`src/rtl/branch_flag_unit.sv`:
```
// branch_flag_unit: architectural flag register, branch resolution, program
// counter and return-address stack for the single-cycle KGPRISC datapath.
// Optional build macro: BRANCH_FLAG_FWD_EN -- branches evaluate forwarded
// flags (this cycle's ALU flags merged under flag_we) instead of flags_q.
// br_valid is a plain qualifier: there is no backpressure, a branch presented
// with br_valid=1 and stall=0 is consumed on that rising edge.
module branch_flag_unit #(
    parameter int              PC_W      = 32,
    parameter int              RAS_DEPTH = 4,
    parameter logic [PC_W-1:0] RESET_PC  = '0
) (
    input  logic            clk,
    input  logic            rst,
    input  logic            stall,
    input  logic [3:0]      flag_we,
    input  logic            carry_in,
    input  logic            zero_in,
    input  logic            ovf_in,
    input  logic            sign_in,
    input  logic            br_valid,
    input  logic [3:0]      br_cond,
    input  logic [PC_W-1:0] br_target,
    input  logic [PC_W-1:0] reg_target,
    output logic [PC_W-1:0] pc,
    output logic [3:0]      flags_q,
    output logic            taken,
    output logic            ras_ovf,
    output logic            ras_unf
);

    localparam int             AW       = $clog2(RAS_DEPTH);
    localparam logic [AW:0]    FULL_CNT = (AW+1)'(RAS_DEPTH);

    // Branch opcodes
    localparam logic [3:0] OP_BR   = 4'b0000;
    localparam logic [3:0] OP_BZ   = 4'b0001;
    localparam logic [3:0] OP_BNZ  = 4'b0010;
    localparam logic [3:0] OP_BCY  = 4'b0011;
    localparam logic [3:0] OP_BNCY = 4'b0100;
    localparam logic [3:0] OP_BO   = 4'b0101;
    localparam logic [3:0] OP_BNO  = 4'b0110;
    localparam logic [3:0] OP_BLTZ = 4'b0111;
    localparam logic [3:0] OP_CALL = 4'b1000;
    localparam logic [3:0] OP_RET  = 4'b1001;
    localparam logic [3:0] OP_JR   = 4'b1010;

    logic [PC_W-1:0] ras_mem [RAS_DEPTH];
    logic [AW-1:0]   ras_ptr;
    logic [AW-1:0]   ras_ptr_m1;
    logic [AW:0]     ras_cnt;
    logic            ras_full;
    logic            ras_empty;

    logic [3:0]      flags_new;
    logic [3:0]      flags_merged;
    logic [3:0]      flags_eval;
    logic            ev_c, ev_z, ev_v, ev_s;

    logic [PC_W-1:0] pc_seq;
    logic [PC_W-1:0] pc_next;
    logic            taken_next;
    logic            push;
    logic            pop;
    logic            ovf_set;
    logic            unf_set;

    // Flag vector ordering is {C,Z,V,S}, matching flag_we bit positions.
    assign flags_new    = {carry_in, zero_in, ovf_in, sign_in};
    assign flags_merged = (flag_we & flags_new) | (~flag_we & flags_q);

`ifdef BRANCH_FLAG_FWD_EN
    assign flags_eval = flags_merged;
`else
    assign flags_eval = flags_q;
`endif

    assign ev_c = flags_eval[3];
    assign ev_z = flags_eval[2];
    assign ev_v = flags_eval[1];
    assign ev_s = flags_eval[0];

    assign pc_seq     = pc + PC_W'(4);
    assign ras_ptr_m1 = ras_ptr - AW'(1);
    assign ras_full   = (ras_cnt == FULL_CNT);
    assign ras_empty  = (ras_cnt == '0);

    // Resolve the branch in execute into next PC, redirect flag and RAS op.
    always_comb begin
        pc_next    = pc_seq;
        taken_next = 1'b0;
        push       = 1'b0;
        pop        = 1'b0;
        ovf_set    = 1'b0;
        unf_set    = 1'b0;
        if (br_valid) begin
            case (br_cond)
                OP_BR: begin
                    pc_next    = br_target;
                    taken_next = 1'b1;
                end
                OP_BZ, OP_BNZ, OP_BCY, OP_BNCY, OP_BO, OP_BNO, OP_BLTZ: begin
                    if ((br_cond == OP_BZ   &&  ev_z) ||
                        (br_cond == OP_BNZ  && !ev_z) ||
                        (br_cond == OP_BCY  &&  ev_c) ||
                        (br_cond == OP_BNCY && !ev_c) ||
                        (br_cond == OP_BO   &&  ev_v) ||
                        (br_cond == OP_BNO  && !ev_v) ||
                        (br_cond == OP_BLTZ &&  ev_s)) begin
                        pc_next    = br_target;
                        taken_next = 1'b1;
                    end
                end
                OP_CALL: begin
                    push       = 1'b1;
                    ovf_set    = ras_full;
                    pc_next    = br_target;
                    taken_next = 1'b1;
                end
                OP_RET: begin
                    // Underflow falls through sequentially and leaves the stack alone.
                    if (ras_empty) begin
                        unf_set = 1'b1;
                    end else begin
                        pop        = 1'b1;
                        pc_next    = ras_mem[ras_ptr_m1];
                        taken_next = 1'b1;
                    end
                end
                OP_JR: begin
                    pc_next    = reg_target;
                    taken_next = 1'b1;
                end
                default: ;
            endcase
        end
    end

    // Architectural state: PC, flags, redirect pulse, RAS pointers, sticky errors.
    always_ff @(posedge clk) begin
        if (rst) begin
            pc      <= RESET_PC;
            flags_q <= '0;
            taken   <= 1'b0;
            ras_ovf <= 1'b0;
            ras_unf <= 1'b0;
            ras_ptr <= '0;
            ras_cnt <= '0;
        end else if (stall) begin
            taken <= 1'b0;
        end else begin
            pc      <= pc_next;
            taken   <= taken_next;
            flags_q <= flags_merged;
            if (ovf_set) ras_ovf <= 1'b1;
            if (unf_set) ras_unf <= 1'b1;
            if (push) begin
                ras_ptr <= ras_ptr + AW'(1);
                // A push onto a full stack overwrites the oldest entry.
                if (!ras_full) ras_cnt <= ras_cnt + (AW+1)'(1);
            end else if (pop) begin
                ras_ptr <= ras_ptr_m1;
                ras_cnt <= ras_cnt - (AW+1)'(1);
            end
        end
    end

    // Return-address storage; contents need no reset since count gates reads.
    always_ff @(posedge clk) begin
        if (!rst && !stall && push) begin
            ras_mem[ras_ptr] <= pc_seq;
        end
    end

endmodule

```
`config.mk`:
```
export PLATFORM = sky130hd
export DESIGN_NAME = branch_flag_unit
export DESIGN_NICKNAME = d
export VERILOG_FILES = /design/src/rtl/branch_flag_unit.sv
export SDC_FILE = /design/constraint.sdc
export NUM_CORES = 1
export LEC_CHECK = 0
export ABC_AREA = 0
export CORE_MARGIN = 8
export CORE_UTILIZATION = 55
export DETAILED_ROUTE_END_ITERATION = 10
export PLACE_DENSITY = 0.83
export SYNTH_ARGS = -nofsm -noshare
export SYNTH_HDL_FRONTEND = slang
export SYNTH_SLANG_ARGS = --single-unit
```
`constraint.sdc`:
```
create_clock -name clk -period 3.9 [get_ports clk]
set_input_delay 0.78 -clock clk [delete_from_list [all_inputs] [get_ports clk]]
set_output_delay 0.78 -clock clk [all_outputs]
set_load 0.05 [all_outputs]
```
==> results of run 1 <==
-- cells by family (layout without fill, tap and decap cells) --
| family | Yosys count | after routing |
|---|---|---|
| xor gates and xnor gates | 33 | 33 |
| muxes | 44 | 44 |
| AOI/OAI and AO/OA | 130 | 130 |
| adders and majority gates | 6 | 6 |
| and+or+nand+nor | 141 | 141 |
| buffers and inverters | 80 | 198 |
| DFF | 172 | 172 |
-- state kept, by name, summed over array words and instances, names as in the netlist, named ones only --
signal   cells
ras_ptr      2
taken        1
ras_cnt      3
ras_mem    128
ras_ovf      1
ras_unf      1
pc          32
-- stage by stage --
| stage | total power [mW] | cell area [sq um] | hold slack, ns |
|---|---|---|---|
| 5_1_grt | 4.38 | 10100 | 0.491 |
| 2_1_floorplan | 2.31 | 8110 | 0.483 |
| 4_1_cts | 4.29 | 10100 | 0.467 |
| 3_3_place_gp | 2.50 | 9420 | 0.436 |
| 3_5_place_dp | 2.51 | 9420 | 0.459 |
| 6_report | 4.27 | 10100 | 0.461 |
-- power by group --
group	switching [mW]	internal (mW)
clock network	0.697	1.10
registers	0.0413	1.99
logic	0.257	0.188
-- cell usage after synthesis (7+ instances only) --
master,n
buf_2,15
clkbuf_1,26
and2_1,7
dfxtp_1,44
xnor2_1,20
nor4_1,13
nor3_1,10
mux2_2,8
mux4_2,32
a22o_1,24
nor2_1,26
a221oi_1,28
a222oi_1,10
a31oi_1,7
xor2_1,13
nand3_1,10
nand2_1,48
edfxtp_1,128
inv_1,31
a21oi_1,24
-- placed cells by master, fill, tap and decap left out, drive strengths merged, types with 24 or more instances in the layout --
master / n
mux4: 32
a22o: 24
nor2: 26
a21oi: 25
a221oi: 34
edfxtp: 128
dfxtp: 44
clkdlybuf4s50: 116
nand2: 48
inv: 34
-- tightest hold or removal path, cell delays in order, from the launching register on --
cell and delay (ns):
dfxtp_1 0.31, inv_1 0.05, a21oi_1 0.05
-- layout make-up --
class,instances,area (sq um)
multi-input cells,354,3040
fillers,1002,4420
flip-flops and latches,172,4730
well taps,184,230
repair buffers,135,1310
inverters,31,116
clock buffers,20,447
clock inverters,12,185
-- final timing paths --
kind	startpoint	end	slack, ns	depth (start not counted)
setup / recovery	br_cond[0]	pc[21]	0.85	7
hold / removal	ras_unf	ras_unf	0.46	2
setup reg to reg	pc[2]	pc[20]	0.98	7
hold reg to reg	ras_unf	ras_unf	0.46	2
-- layer usage --
| layer | GRT usage [%] | wire, um |
|---|---|---|
| met5 | 0 | 0 |
| met1 | 29.6 | 8530 |
| met2 | 39.4 | 11100 |
| met3 | 5.54 | 2030 |
| met4 | 9.60 | 647 |
==> flow_summary_export.csv, run 1 <==
group,metric,value,unit
outcome,run_status,"finished clean",
timing,rsz0062_at_grt,"no",
worst_setup_path,cp.arrival,3.37,ns
clock_tree,path_clk_slew,0.06,ns
placement,dpl.hpwl,14.9,mm
global_routing,antenna_found_initial,0,
clock_tree,hold_buffers,0,
route,dr_total_vias,5898,
die,rows,44,
worst_setup_path,cp_common_cell,"a221oi_1",
timing,slew_viol_final,0,
timing,max_freq,0.328,GHz
worst_setup_path,path_class,"in2reg",
timing,tns,0,ns
global_routing,grt-ovfl-total,0,
global_routing,track_usage,23.8,%
clock_tree,cts_setup_buffers,0,
yosys,synth_adder_area_share,1.02,%
final_layout,fin_nets,797,
clock_tree,cts_max_level,4,
route,viasPerCell,6.50,
timing,worst_slack,0.850,ns
timing,post-route-min-period,3.05,ns
yosys,synth.top_cell.area_share,47.4,%
clock_tree,post_cts_resized,0,
power_and_ir_drop,power.static_leakage,3.23,nW
yosys,yosys.area_share.simple,8.96,%
die,fp.coreArea,0.0145,sq mm
final_layout,fin_cells,908,
placement,place_congestion,0.873,
global_routing,grt_max_degree,60,
placement,placed_cells,876,
placement,port_buffers,118,
route,antenna_left,0,
global_routing,grt_pass1_wl,33.4,mm
timing,setup_violations,0,
yosys,synth-xor-area-share,3.56,%
timing,finalHoldViolations,0,
yosys,postSynthCellCount,606,
final_layout,fin_util,69.4,%
worst_setup_path,critPathSlowestCell,"clkdlybuf4s50_1",
power_and_ir_drop,ir_worst_vdd,372,uV
clock_tree,clock_tree.buffer_depth,2,
clock_tree,clk_latency,0.43,ns
yosys,synth_compound_area_share,13.3,%
yosys,yosysWarnings,0,
yosys,ys_seq_area_share,58.3,%
yosys,syn-num-nets,692,
route,wl_per_cell,24.6,um
clock_tree,cts_root_buf,"clkbuf_16",
yosys,synthMuxAreaShare,10.5,%
yosys,synth_area_leader_cell,"edfxtp_1",
yosys,syn_area_per_cell,13.4,sq um
yosys,syn_area,0.00811,sq mm
final_layout,area_delta_synth_final,24.0,%
yosys,synth_seq_cells,172,
power_and_ir_drop,p_per_area,425,mW/mm^2
timing,tightestPinTransition,0.717,ns
route,drc,0,
worst_setup_path,cp-start-kind,"primary input",
die,boundaryPins,119,
die,die_x,137,um
job,drv_cap,0,
route,drt-total-wl,22.3,mm
worst_setup_path,worst_ep_required_time,4.22,ns
global_routing,grt_pass1_vias,5991,
placement,dpl_worst_slack,0.456,ns
yosys,synth_top_family_by_area,"compound AO/OA/AOI/OAI gates",
worst_setup_path,crit_buf_inv,1,
timing,post-route-period-util,78.2,%
clock_tree,cts_tree,"yes",
worst_setup_path,critPathMaxFanout,17,
die,die_h,137,um
die,start_util,56.0,%
worst_setup_path,cpPeakStageDelay,0.66,ns
yosys,synthTopCellsByArea,"edfxtp_1 47%, dfxtp_1 11%, mux4_2 8.9%",
final_layout,layout-drive-gt1-share,15.1,%
clock_tree,cts_sinks,172,
yosys,synthFlopType,"edfxtp_1",
yosys,async_flop_share,0,%
timing,fin_skew,0.0109,ns
timing,relSlewSlack,52.2,%
worst_setup_path,cp_top_family,"compound AO/OA/AOI/OAI gates",
worst_setup_path,crit_path_cell_trace,"clkdlybuf4s50_1, or3b_2, a21oi_2, o21ai_2, a21boi_4, a221oi_1, a221oi_1",
worst_hold_path,hp-class,"reg2reg",
route,drt-initial-drc-count,743,
die,dieArea,0.0189,sq mm
yosys,yosysUniqueCellTypes,60,
worst_setup_path,end_kind,"flop",
clock_tree,cts_made_buffers,17,
yosys,synth_edf_count,128,
final_layout,n_antenna_cell,0,
route,first_pass_iters,5,
No activity file was read; power rests on OpenSTA's default activity.
==> run 2: changes to the inputs <==
Clock period 3.9 ns to 2.95 ns, I/O delays scaled along.
==> run 2 against run 1 <==
Against the previous run:
- worst hold slack got worse by 0.0049 ns
- via count rose by 2.1%
- cell count rose by 1.7%
- non-clock buffer count increased by 15
- global-route usage is 1.1 points higher
- register-to-register slack worse by 0.66 ns
- combinational power grew 39%
- setup slack worse by 0.53 ns
- die area did not move
==> flow_summary_export.csv, run 2 (synthesis gave the netlist of run 1 again) <==
group,metric,value,unit
timing,rsz0062_at_grt,"no",
timing,post-route-min-period,2.63,ns
clock_tree,cts_sinks,172,
route,drc,0,
worst_setup_path,worst_ep_required_time,3.24,ns
worst_setup_path,r2r_slack,0.32,ns
timing,setup_violations,0,
clock_tree,cts_setup_buffers,0,
power_and_ir_drop,p_per_area,556,mW/mm^2
clock_tree,cts_tree,"yes",
route,drt-initial-drc-count,763,
global_routing,grt_pass1_vias,6150,
route,dr_total_vias,6019,
clock_tree,hold_buffers,0,
worst_setup_path,cp-start-kind,"flop",
placement,dpl.hpwl,15.2,mm
die,die_h,137,um
worst_setup_path,end_kind,"flop",
global_routing,antenna_found_initial,0,
final_layout,fin_cells,923,
final_layout,n_antenna_cell,0,
global_routing,grt-ovfl-total,0,
clock_tree,cts_max_level,4,
timing,finalHoldViolations,0,
worst_setup_path,cp.arrival,2.92,ns
job,drv_cap,0,
die,boundaryPins,119,
worst_setup_path,timing.rr.start,"pc[2]",
power_and_ir_drop,power.static_leakage,3.33,nW
worst_setup_path,r2r-end,"pc[20]",
worst_setup_path,critPathMaxFanout,5,
final_layout,final_cell_mix,"128 x edfxtp_1, 116 x clkdlybuf4s50_1, 48 x nand2_1",
placement,place_congestion,0.910,
timing,fin_skew,0.0128,ns
final_layout,area_delta_synth_final,26.4,%
timing,max_freq,0.380,GHz
global_routing,grt_pass1_wl,34.8,mm
route,drt-total-wl,23.0,mm
worst_setup_path,ff2ff_path_depth,7,
clock_tree,cts_made_buffers,17,
final_layout,reg_top3,"ras_mem x128, pc x32, ras_cnt x3",
worst_hold_path,hp-class,"reg2reg",
route,wl_per_cell,24.9,um
timing,post-route-period-util,89.3,%
die,rows,44,
placement,placed_cells,891,
worst_setup_path,path_class,"reg2reg",
final_layout,fin_nets,812,
route,viasPerCell,6.52,
die,die_x,137,um
final_layout,largest_register_ff_count,128,
worst_setup_path,cp-startpoint,"pc[2]",
timing,relSlewSlack,55.7,%
route,antenna_left,0,
final_layout,top_register,"ras_mem",
die,fp.coreArea,0.0145,sq mm
worst_setup_path,crit_end,"pc[20]",
final_layout,layout-drive-gt1-share,16.9,%
timing,worst_slack,0.317,ns
power_and_ir_drop,ir_worst_vdd,484,uV
power_and_ir_drop,power.total,5.70,mW
placement,dpl_worst_slack,-0.0332,ns
clock_tree,post_cts_resized,0,
timing,whs,0.456,ns
timing,slew_viol_final,0,
global_routing,track_usage,24.9,%
clock_tree,path_clk_slew,0.07,ns
final_layout,final_common_cell,"edfxtp_1",
outcome,run_status,"finished clean",
route,first_pass_iters,7,
die,start_util,56.0,%
timing,tightestPinTransition,0.664,ns
die,dieArea,0.0189,sq mm
global_routing,grt_max_degree,60,
placement,port_buffers,118,
clock_tree,cts_root_buf,"clkbuf_16",
clock_tree,clk_latency,0.43,ns
clock_tree,clock_tree.buffer_depth,2,
## run 2: metal layers
| metal | GRT usage (%) | vias up | share of wire [%] |
|---|---|---|---|
| met5 | 0 | - | 0 |
| met4 | 14.1 | 0 | 3.8 |
| met3 | 5.14 | 65 | 9.5 |
| met2 | 40.6 | 380 | 50 |
| met1 | 30.3 | 2966 | 37 |
| li1 | - | 2608 | - |
## run 2: critical path, cell delays in order (launching register included)
cell and delay, ns:
dfxtp_1 0.38, ha_1 0.29, and4_1 0.33, nand2_1 0.23, nor4_1 0.54, mux2_2 0.40, a222oi_1 0.21, a21oi_1 0.11
## run 2: cell type report
class | instances | area, sq um
sequential | 172 | 4730
fill | 985 | 4230
multi-input combinational | 354 | 3040
timing repair buffer | 150 | 1500
clock buffer | 18 | 429
tap | 184 | 230
clock inverter | 14 | 206
inverter | 31 | 116
## run 2: through the flow
| step | util [%] | area (sq um) | TNS, ns |
|---|---|---|---|
| CTS | 70.8 | 10200 | 0 |
| detailed placement | 66.4 | 9610 | -0.0953 |
| finish | 70.8 | 10200 | 0 |
| global placement | 66.4 | 9610 | 0 |
| global route | 70.8 | 10200 | 0 |
| floorplan | - | 8110 | 0 |
## run 2: power by group
group / switching (mW) / total (mW) / internal (mW)
sequential: 0.0482 / 2.68 / 2.63
clock: 0.959 / 2.40 / 1.44
combinational: 0.353 / 0.617 / 0.264
## run 2: how the worst min path moves through the flow
stage          cells past startpoint            end  slack, ns     from
2_1_floorplan                      0  ras_mem[0][0]       0.48    pc[0]
3_3_place_gp                       2        ras_unf       0.44  ras_unf
3_5_place_dp                       2        ras_unf       0.45  ras_unf
4_1_cts                            2        ras_unf       0.46  ras_unf
5_1_grt                            2        ras_unf       0.50  ras_unf
6_report                           2        ras_unf       0.46  ras_unf
